$ cat src/rtl/mips_mdu_pkg.sv
// Shared MIPS multiply/divide types: opcode and FSM state encodings.
package mips_pkg;
  localparam int XLEN_DEFAULT = 32;

  typedef enum logic [2:0] {
    OP_MULT  = 3'd0,
    OP_MULTU = 3'd1,
    OP_DIV   = 3'd2,
    OP_DIVU  = 3'd3,
    OP_MTHI  = 3'd4,
    OP_MTLO  = 3'd5
  } mdu_op_e;

  typedef enum logic [1:0] {
    IDLE = 2'd0,
    CALC = 2'd1,
    FIX  = 2'd2
  } mdu_state_e;
endpackage

$ cat src/rtl/mips_mdu_if.sv
// Request/result bundle between the EX stage and the multiply/divide unit.
interface mips_mdu_if #(parameter int XLEN = 32);
  logic            op_valid;
  logic [2:0]      op_code;
  logic [XLEN-1:0] rs_val;
  logic [XLEN-1:0] rt_val;
  logic            cancel;
  logic            op_ready;
  logic            busy;
  logic            done;
  logic [XLEN-1:0] hi;
  logic [XLEN-1:0] lo;

  modport master (output op_valid, op_code, rs_val, rt_val, cancel,
                  input  op_ready, busy, done, hi, lo);
  modport slave  (input  op_valid, op_code, rs_val, rt_val, cancel,
                  output op_ready, busy, done, hi, lo);
endinterface

$ cat src/rtl/mips_mdu_divstep.sv
// One restoring-division step: shift in the next dividend bit, subtract the
// divisor if it fits.
module mips_mdu_divstep #(parameter int XLEN = 32) (
  input  logic [XLEN-1:0] i_rem,
  input  logic [XLEN-1:0] i_div,
  input  logic            i_bit,
  output logic [XLEN-1:0] o_rem,
  output logic            o_qbit
);
  logic [XLEN:0]   w_sh;
  logic [XLEN-1:0] w_sub;

  assign w_sh   = {i_rem, i_bit};
  // The result is below the divisor, so XLEN-bit wraparound arithmetic is exact.
  assign w_sub  = w_sh[XLEN-1:0] - i_div;
  assign o_qbit = (w_sh >= {1'b0, i_div});
  assign o_rem  = o_qbit ? w_sub : w_sh[XLEN-1:0];
endmodule

$ cat src/rtl/mips_mdu.sv
// Iterative multiply/divide unit with architectural HI/LO registers.
// Optional: MIPS_MDU_FAST_MUL_EN makes MULT/MULTU single-cycle, using a
// combinational multiplier.
module mips_mdu
  import mips_pkg::*;
#(
  parameter  int XLEN  = XLEN_DEFAULT,
  localparam int CNT_W = $clog2(XLEN) + 1
) (
  input logic       clk,
  input logic       rst_n,
  mips_mdu_if.slave bus
);
  mdu_state_e      r_state, w_state_nxt;
  logic [XLEN-1:0] r_hi, r_lo;
  logic [XLEN-1:0] r_b;      // divisor or multiplicand (magnitude)
  logic [XLEN-1:0] r_acc;    // partial remainder or product high half
  logic [XLEN-1:0] r_q;      // dividend->quotient or multiplier->product low half
  logic [XLEN-1:0] r_rs;     // original dividend, used for the divide-by-zero result
  logic [CNT_W-1:0] r_cnt;
  logic            r_is_div, r_neg_q, r_neg_r, r_dz;

  logic            w_accept, w_start, w_signed, w_rs_neg, w_rt_neg;
  logic [XLEN-1:0] w_rs_abs, w_rt_abs;
  logic [XLEN-1:0] w_div_rem;
  logic            w_div_qbit;
  logic [XLEN:0]   w_mul_sum;
  logic [2*XLEN-1:0] w_prod;

  assign w_accept = bus.op_valid & (r_state == IDLE) & ~bus.cancel;
  assign w_start  = w_accept & ~bus.op_code[2];
  assign w_signed = ~bus.op_code[0] & ~bus.op_code[2];
  assign w_rs_neg = w_signed & bus.rs_val[XLEN-1];
  assign w_rt_neg = w_signed & bus.rt_val[XLEN-1];
  assign w_rs_abs = w_rs_neg ? -bus.rs_val : bus.rs_val;
  assign w_rt_abs = w_rt_neg ? -bus.rt_val : bus.rt_val;

  mips_mdu_divstep #(.XLEN(XLEN)) u_divstep (
    .i_rem  (r_acc),
    .i_div  (r_b),
    .i_bit  (r_q[XLEN-1]),
    .o_rem  (w_div_rem),
    .o_qbit (w_div_qbit)
  );

  // Shift-add multiply: add the multiplicand when the multiplier LSB is set.
  assign w_mul_sum = {1'b0, r_acc} + (r_q[0] ? {1'b0, r_b} : '0);
  assign w_prod    = r_neg_q ? -{r_acc, r_q} : {r_acc, r_q};

`ifdef MIPS_MDU_FAST_MUL_EN
  logic [2*XLEN-1:0] w_fast_prod;
  assign w_fast_prod = {{XLEN{1'b0}}, w_rs_abs} * {{XLEN{1'b0}}, w_rt_abs};
`endif

  // State register.
  always_ff @(posedge clk or negedge rst_n) begin
    if (!rst_n) r_state <= IDLE;
    else        r_state <= w_state_nxt;
  end

  // Next-state: XLEN CALC steps, one FIX write-back; cancel aborts to IDLE.
  always_comb begin
    w_state_nxt = r_state;
    case (r_state)
      IDLE: if (w_start) begin
`ifdef MIPS_MDU_FAST_MUL_EN
        w_state_nxt = bus.op_code[1] ? CALC : FIX;
`else
        w_state_nxt = CALC;
`endif
      end
      CALC: if (bus.cancel)                         w_state_nxt = IDLE;
            else if (r_cnt == CNT_W'(XLEN - 1))     w_state_nxt = FIX;
      FIX:  w_state_nxt = IDLE;
      default: w_state_nxt = IDLE;
    endcase
  end

  // Datapath: operand latch at accept, one iteration per CALC edge, sign fix in FIX.
  always_ff @(posedge clk or negedge rst_n) begin
    if (!rst_n) begin
      r_hi <= '0; r_lo <= '0; r_b <= '0; r_acc <= '0; r_q <= '0; r_rs <= '0;
      r_cnt <= '0; r_is_div <= 1'b0; r_neg_q <= 1'b0; r_neg_r <= 1'b0; r_dz <= 1'b0;
    end else begin
      case (r_state)
        IDLE: if (w_accept) begin
          if (bus.op_code == OP_MTHI) r_hi <= bus.rs_val;
          if (bus.op_code == OP_MTLO) r_lo <= bus.rs_val;
          if (w_start) begin
            r_is_div <= bus.op_code[1];
            r_neg_q  <= w_rs_neg ^ w_rt_neg;
            r_neg_r  <= w_rs_neg;
            r_dz     <= (bus.rt_val == '0);
            r_rs     <= bus.rs_val;
            r_cnt    <= '0;
            r_acc    <= '0;
            r_b      <= bus.op_code[1] ? w_rt_abs : w_rs_abs;
            r_q      <= bus.op_code[1] ? w_rs_abs : w_rt_abs;
`ifdef MIPS_MDU_FAST_MUL_EN
            if (!bus.op_code[1]) {r_acc, r_q} <= w_fast_prod;
`endif
          end
        end
        CALC: if (!bus.cancel) begin
          r_cnt <= r_cnt + CNT_W'(1);
          if (r_is_div) begin
            r_acc <= w_div_rem;
            r_q   <= {r_q[XLEN-2:0], w_div_qbit};
          end else begin
            r_acc <= w_mul_sum[XLEN:1];
            r_q   <= {w_mul_sum[0], r_q[XLEN-1:1]};
          end
        end
        FIX: if (!bus.cancel) begin
          if (!r_is_div) begin
            {r_hi, r_lo} <= w_prod;
          end else if (r_dz) begin
            r_hi <= r_rs;
            r_lo <= '1;
          end else begin
            r_hi <= r_neg_r ? -r_acc : r_acc;
            r_lo <= r_neg_q ? -r_q   : r_q;
          end
        end
        default: ;
      endcase
    end
  end

  assign bus.busy     = (r_state != IDLE);
  assign bus.op_ready = ~bus.busy;
  assign bus.done     = (r_state == FIX) & ~bus.cancel;
  assign bus.hi       = r_hi;
  assign bus.lo       = r_lo;
endmodule

$ cat src/flat_wrapper.sv
// flat-port wrapper written by rule: the top's interface ports become plain ports
module mips_mdu_flat import mips_pkg::*;
#(
  parameter  int XLEN  = XLEN_DEFAULT,
  localparam int CNT_W = $clog2(XLEN) + 1
)
  (clk, rst_n, bus_op_valid, bus_op_code, bus_rs_val, bus_rt_val, bus_cancel, bus_op_ready, bus_busy, bus_done, bus_hi, bus_lo);
  mips_mdu_if #(.XLEN(XLEN)) bus_i ();
  input logic clk;
  input logic rst_n;
  input wire logic [$bits(bus_i.op_valid)-1:0] bus_op_valid;
  input wire logic [$bits(bus_i.op_code)-1:0] bus_op_code;
  input wire logic [$bits(bus_i.rs_val)-1:0] bus_rs_val;
  input wire logic [$bits(bus_i.rt_val)-1:0] bus_rt_val;
  input wire logic [$bits(bus_i.cancel)-1:0] bus_cancel;
  output wire logic [$bits(bus_i.op_ready)-1:0] bus_op_ready;
  output wire logic [$bits(bus_i.busy)-1:0] bus_busy;
  output wire logic [$bits(bus_i.done)-1:0] bus_done;
  output wire logic [$bits(bus_i.hi)-1:0] bus_hi;
  output wire logic [$bits(bus_i.lo)-1:0] bus_lo;
  assign bus_i.op_valid = bus_op_valid;
  assign bus_i.op_code = bus_op_code;
  assign bus_i.rs_val = bus_rs_val;
  assign bus_i.rt_val = bus_rt_val;
  assign bus_i.cancel = bus_cancel;
  assign bus_op_ready = bus_i.op_ready;
  assign bus_busy = bus_i.busy;
  assign bus_done = bus_i.done;
  assign bus_hi = bus_i.hi;
  assign bus_lo = bus_i.lo;
  mips_mdu #(.XLEN(XLEN)) u_core (.clk(clk), .rst_n(rst_n), .bus(bus_i));
endmodule
$ cat config.mk
export PLATFORM = sky130hd
export DESIGN_NAME = mips_mdu_flat
export DESIGN_NICKNAME = d
export VERILOG_FILES = /design/src/rtl/mips_mdu_pkg.sv /design/src/rtl/mips_mdu_if.sv /design/src/rtl/mips_mdu_divstep.sv /design/src/rtl/mips_mdu.sv /design/src/flat_wrapper.sv
export SDC_FILE = /design/constraint.sdc
export NUM_CORES = 1
export LEC_CHECK = 0
export CORE_MARGIN = 5
export CORE_UTILIZATION = 50
export CTS_CLUSTER_SIZE = 14
export DETAILED_ROUTE_END_ITERATION = 16
export HOLD_SLACK_MARGIN = 0.08
export PLACE_DENSITY = 0.81
export SYNTH_ARGS = -nofsm -noshare
export SYNTH_HDL_FRONTEND = slang
export SYNTH_SLANG_ARGS = --single-unit
$ cat constraint.sdc
create_clock -name clk -period 4.2 [get_ports clk]
set_input_delay 0.63 -clock clk [delete_from_list [all_inputs] [get_ports clk]]
set_output_delay 0.63 -clock clk [all_outputs]
set_load 0.03 [all_outputs]
* Word level (Yosys, flattened, before mapping) *
Index checks and enable logic that the tools add are counted.

word-level totals
  bits in registers = 204
  output and inout bits = 67
  bits of input ports = 71
  logic and storage cells = 94

cells by class
  bitwise logic cells = 12
  equality and inequality tests = 12
  muxes and demuxes = 39
  reduce and logical (&&, ||, !) cells = 10
  add/subtract/negate cells = 8
  magnitude comparators = 1

operator list
  kind                                                                      number
  32-bit 2-to-1 mux                                                         26
  32-bit case mux with 2 select lines                                       4
  32-bit negation                                                           4
  64-bit 2-to-1 mux                                                         1
  64-bit negation                                                           1
  32-bit by 33-bit adder with 33-bit output                                 1
  33-bit by 32-bit greater-or-equal comparator with 1-bit output            1
  32-bit zero test                                                          1
  32-bit subtractor                                                         1
  6-bit 2-to-1 mux                                                          3
  6-bit case mux with 2 select lines                                        1
  4-bit AND reduction                                                       3
  2-bit inequality test (second input constant)                             4
  1-bit bitwise AND                                                         7
  6-bit by 1-bit adder with 6-bit output (second input constant)            1
  3-bit equality test (second input constant)                               2
  6-bit by 5-bit equality test with 1-bit output (second input constant)    1
  2-bit 2-to-1 mux                                                          3
  2-bit nonzero test                                                        3
  2-bit by 1-bit inequality test with 1-bit output (second input constant)  2
  1-bit inverter                                                            4
  2-bit case mux with 2 select lines                                        1
  3-bit by 2-bit inequality test with 1-bit output (second input constant)  1
  3-bit AND reduction                                                       1
  other kinds (5)                                                           5

* Longest topological paths before layout *
  word-level depth = 8
  mapped depth = 14
  mapped depth without buffers = 13

* Hierarchy *
From an unflattened synthesis, not the netlist that was laid out.

second synthesis, totals
  cell total of the unflattened synthesis = 2256
  area, all modules = 17604.4 um^2

modules (own cells, without submodules)
  module            seq. area each (um^2)  cells an instance  area an instance (um^2)  times used
  mips_mdu          5104.9                 1933               15273.4                  1
  mips_mdu_divstep  0.0                    323                2331.0                   1

* Worst setup path before layout *
OpenSTA, ideal clock, no wires.

  kind = reg2reg
  from = reg u_core.r_acc[0]
  to = reg u_core.r_hi[24], in the netlist u_core.bus.hi[24]
  period minus slack after synthesis = 3.316 ns
  setup slack = 0.884 ns
  buffers on the path = 1
  arrival = 3.185 ns
  cell stages (with the launch flop) = 13
  path through = dfrtp_1 clkbuf_1 inv_1 ha_1 nor3b_2 nand3_1 or4b_2 nor3_1 nand2_1 o21ai_0 mux2_2 o221ai_1 nand3_1

on the way
  word-level cells in the longest chain between the ends = 6
  elaborated cells on any way between the ends = 8

ends and longest elaborated chain
  item                                   RTL line         text
  start: declaration                     mips_mdu.sv:17   logic [XLEN-1:0] r_acc;
  start signal: assignment               mips_mdu.sv:107  r_acc <= w_div_rem;
  start signal: assignment               mips_mdu.sv:110  r_acc <= w_mul_sum[XLEN:1];
  32-bit negation                        mips_mdu.sv:121  r_hi <= r_neg_r ? -r_acc : r_acc;
  32-bit 2-to-1 mux                      mips_mdu.sv:121
  32-bit 2-to-1 mux                      mips_mdu.sv:117  end else if (r_dz) begin
  32-bit 2-to-1 mux *                    mips_mdu.sv:115  if (!r_is_div) begin
  32-bit 2-to-1 mux *                    mips_mdu.sv:114  FIX: if (!bus.cancel) begin
  32-bit case mux with 2 select lines *  mips_mdu.sv:85   case (r_state)
  end signal: assignment                 mips_mdu.sv:87   if (bus.op_code == OP_MTHI) r_hi <= bus.rs_val;
  end signal: assignment                 mips_mdu.sv:116  {r_hi, r_lo} <= w_prod;
  end signal: assignment                 mips_mdu.sv:118  r_hi <= r_rs;
  end: declaration                       mips_mdu.sv:15   logic [XLEN-1:0] r_hi, r_lo;

Mark *: on every way between the ends. The rest lies on a longest branch, timed or not. The select of a mux whose other input is x is not followed.
A chain may end at the register's enable or synchronous reset.

* Worst setup path in the final report *
  from = reg u_core.r_acc[0]
  to = reg u_core.r_acc[25]

on the way
  word-level cells in the longest chain between the ends = 5
  elaborated cells on any way between the ends = 7

ends and longest elaborated chain
  item                                                                                                 RTL line                                        text
  32-bit subtractor or 33-bit by 32-bit greater-or-equal comparator with 1-bit output (tied branches)  mips_mdu_divstep.sv:15, mips_mdu_divstep.sv:16
  32-bit 2-to-1 mux                                                                                    mips_mdu_divstep.sv:17                          assign o_rem = o_qbit ? w_sub : w_sh[XLEN-1:0];
  32-bit 2-to-1 mux *                                                                                  mips_mdu.sv:106                                 if (r_is_div) begin
  32-bit 2-to-1 mux *                                                                                  mips_mdu.sv:104                                 CALC: if (!bus.cancel) begin
  32-bit case mux with 2 select lines *                                                                mips_mdu.sv:85

Marked as above.

==> impl_results.md <==
- Status: complete, no violations
- Max-slew violations: 0
- Largest delay share family, worst path: compound AO/OA/AOI/OAI gates
- Crit path arrival time: 4180 ps
- Via-to-Cell Ratio: ~6.6
- Flops & latches, synth: 204
- DR WL/cell: 23.24 um
- Antenna-violating nets left: 0
- Critical Path Max Stage Delay: approximately 700 ps
- Clock latency on the worst-skew pair: 560 ps
- Post-synth EDFFs: 0
- CP Capture Type: flip-flop
- DR iter-0 viols: about 2200
- Dpl ws: 306.9 ps
- Synthesis-to-layout area growth: 16.15%
- Mapped cell area: ~17000 um^2
- Crit path time final: between 3000 and 4000 ps
- Worst path required time: ~4600 ps
- Row count: 68
- Max Buffers Root-to-Sink: 3
- CP bufs+invs: 1
- Register area share after synthesis: 0.2957
- Final #Nets: 2515
- Placer Congestion: 1.000
- Synth cell count leaders: nand2_1 (328), o21ai_0 (224), nor2_1 (210)
- Final Non-Filler Cells: about 2800
- Most instantiated library cell after synthesis: nand2_1
- Worst slew pin tran: roughly 1200 ps
- Crit path cell chain: ha_1 > inv_1 > fa_1 > nor2b_1 > o21a_1 > o21ai_0 > a31oi_1 > a21oi_1 > o21bai_1 > a21boi_0 > xor2_1 > o211ai_1
- Final hold vios: 0
- Startpoint types: flip-flop
- Worst clock skew: 26.12 ps
- Setup-failing EPs final: 0
- Clock transition at path regs: ~60 ps
- RSZ-0062 raised after global routing: false
- Final Cell Area: approximately 20000 um^2
- WL final: approximately 66 mm
- Setup_tns: 0 ps
- Die height: 195.8 um
- Placed cell areas: ~19000 um^2
- Placeable Area: between 30000 and 40000 um^2
- DRC viols: 0
- CP max-delay cell: dfrtp_1
- Synth unique cells: 83
- Rel. slew slack: 0.2318
- Primary FF master, synth: dfrtp_1
- Max VDD drop: ~420 uV
- Total grt overflow: 0
- Num CTS Buffers: 25
- Die Width: slightly below 200 um
- Cell count after synthesis: approximately 2300
- Yosys warns: 0
- DR vias: roughly 19000
- Syn avg cell area: around 7.5 um^2
- Multi-input logic area: roughly 11000 um^2
- Pwr per Cell Area: about 600 nW/um^2
- Die area: 38340 um^2
- Layout cells sized above 1: 0.07068
- Clock Sinks: 204
- Post-CTS setup buffer count: 0
- Tot Pwr: between 10000 and 15000 uW
- Cells after DPL: between 2000 and 3000
- Vias in the first global route: between 15000 and 20000
- FF/Latch Area: between 5000 and 6000 um^2
- Port buffer count: 137
- Initial core utilization: 0.5035
- Synth top area share: 0.2957
- Fillers: approximately 3100
- F_max: 266.1 MHz
- HP Class: in2async
- Leak pwr: about 0.0086 uW
- Crit Path Max Fanout: 13
- Cell type with the highest aggregate area in the netlist: dfrtp_1
- Final Worst Setup Slack: ~440 ps
- Number of H-tree levels: 1
- Cells resized by post-CTS repair: 0
- Final period utilization: 0.8946
- Ys async rst share: 1.000
- DRT Pass-1 Iters: 8
- CTS tree: built
- Largest net degree at the start of global routing: 99
- Top cells by area, synth: dfrtp_1 (30%), nand2_1 (7.1%), o21ai_0 (6.5%), a21oi_1 (6.0%), xnor2_1 (5.2%)
- CP Class: reg2reg
- Tot GR Track Use: 0.3301
- Max-Cap Viols: 0
- Syn Nets: 2448
- Hold_buf cts: 0
- Initial antenna violation count: 2
- DP HPWL: around 49 mm
- Top-Level Pins: 138
- First-pass GRT wire length: between 100 and 150 mm
- Root Driver: clkbuf_16
==> cells by family (layout without fill, tap and decap cells) <==
group	count (synthesis)	after routing	synth area share
mux	62	62	0.03653
flops	204	204	0.2957
other cells	0	2	0
simple gates	816	816	0.2145
fa+ha+maj	71	71	0.05233
compound gates	745	745	0.2641
buf+inv	243	328	0.05320
xor+xnor	165	165	0.08371
==> registers in the layout, indices dropped and copies added, names as in the netlist <==
name             count
u_core.r_dz          1
u_core.r_neg_q       1
u_core.r_b          32
u_core.bus.hi       32
u_core.r_acc        32
u_core.r_rs         32
u_core.r_cnt         6
u_core.r_q          32
u_core.r_state       2
u_core.r_neg_r       1
u_core.r_is_div      1
u_core.bus.lo       32
==> stage by stage <==
stage | hold WS (ps) | util
finish | 146.6 | 0.5848
global route | 223.8 | 0.5847
CTS | 215.8 | 0.5847
detailed placement | 463.1 | 0.5596
global placement | 453.8 | 0.5596
floorplan | 334.4 | -
==> placed cells by master, fill, tap and decap left out, drive strengths merged, types with 50 or more instances in the layout <==
cell	count
buf	79
o22ai	50
o21ai	228
xor2	63
ha	69
nor3	54
dfrtp	204
nand3	64
xnor2	102
mux2i	54
a21oi	208
clkdlybuf4s50	135
inv	68
nand2	328
nor2	210
==> final timing paths <==
| kind | depth (start not counted) | startpoint | endpoint | slack (ps) |
|---|---|---|---|---|
| max reg2reg | 12 | u_core.r_acc[0] | u_core.r_acc[25] | 440 |
| max in group asynchronous | 2 | rst_n | u_core.r_b[0] | 3080 |
| max | 12 | u_core.r_acc[0] | u_core.r_acc[25] | 440 |
| min in group clk | 2 | u_core.bus.lo[3] | u_core.bus.lo[3] | 480 |
| min | 1 | rst_n | u_core.bus.lo[6] | 150 |
| min reg2reg | 2 | u_core.bus.lo[3] | u_core.bus.lo[3] | 480 |
==> metal layers <==
layer	vias to the layer above	global-route usage	part of all wire
met1	8886	0.4139	0.38
met4	4	0.1699	0.065
met2	1131	0.5217	0.44
met3	290	0.09153	0.11
met5	-	0	0.00038
li1	8404	-	-
==> area by class of cell <==
cell class                      count  area share
Antenna cell                        2   0.0002496
Clock buffer                       32     0.03450
Clock inverter                     13    0.008361
Inverter                           68     0.01273
Multi-Input combinational cell   1859      0.5622
Sequential cell                   204      0.2548
Tap cell                          455     0.02839
Timing Repair Buffer              215     0.09877
==> where the power goes <==
group,internal [uW],leakage [uW],switching (uW)
Clock,1360,0.000411,943
Combinational,2560,0.00562,3980
Sequential,2450,0.00256,819
(Power assumes the default switching activity.)
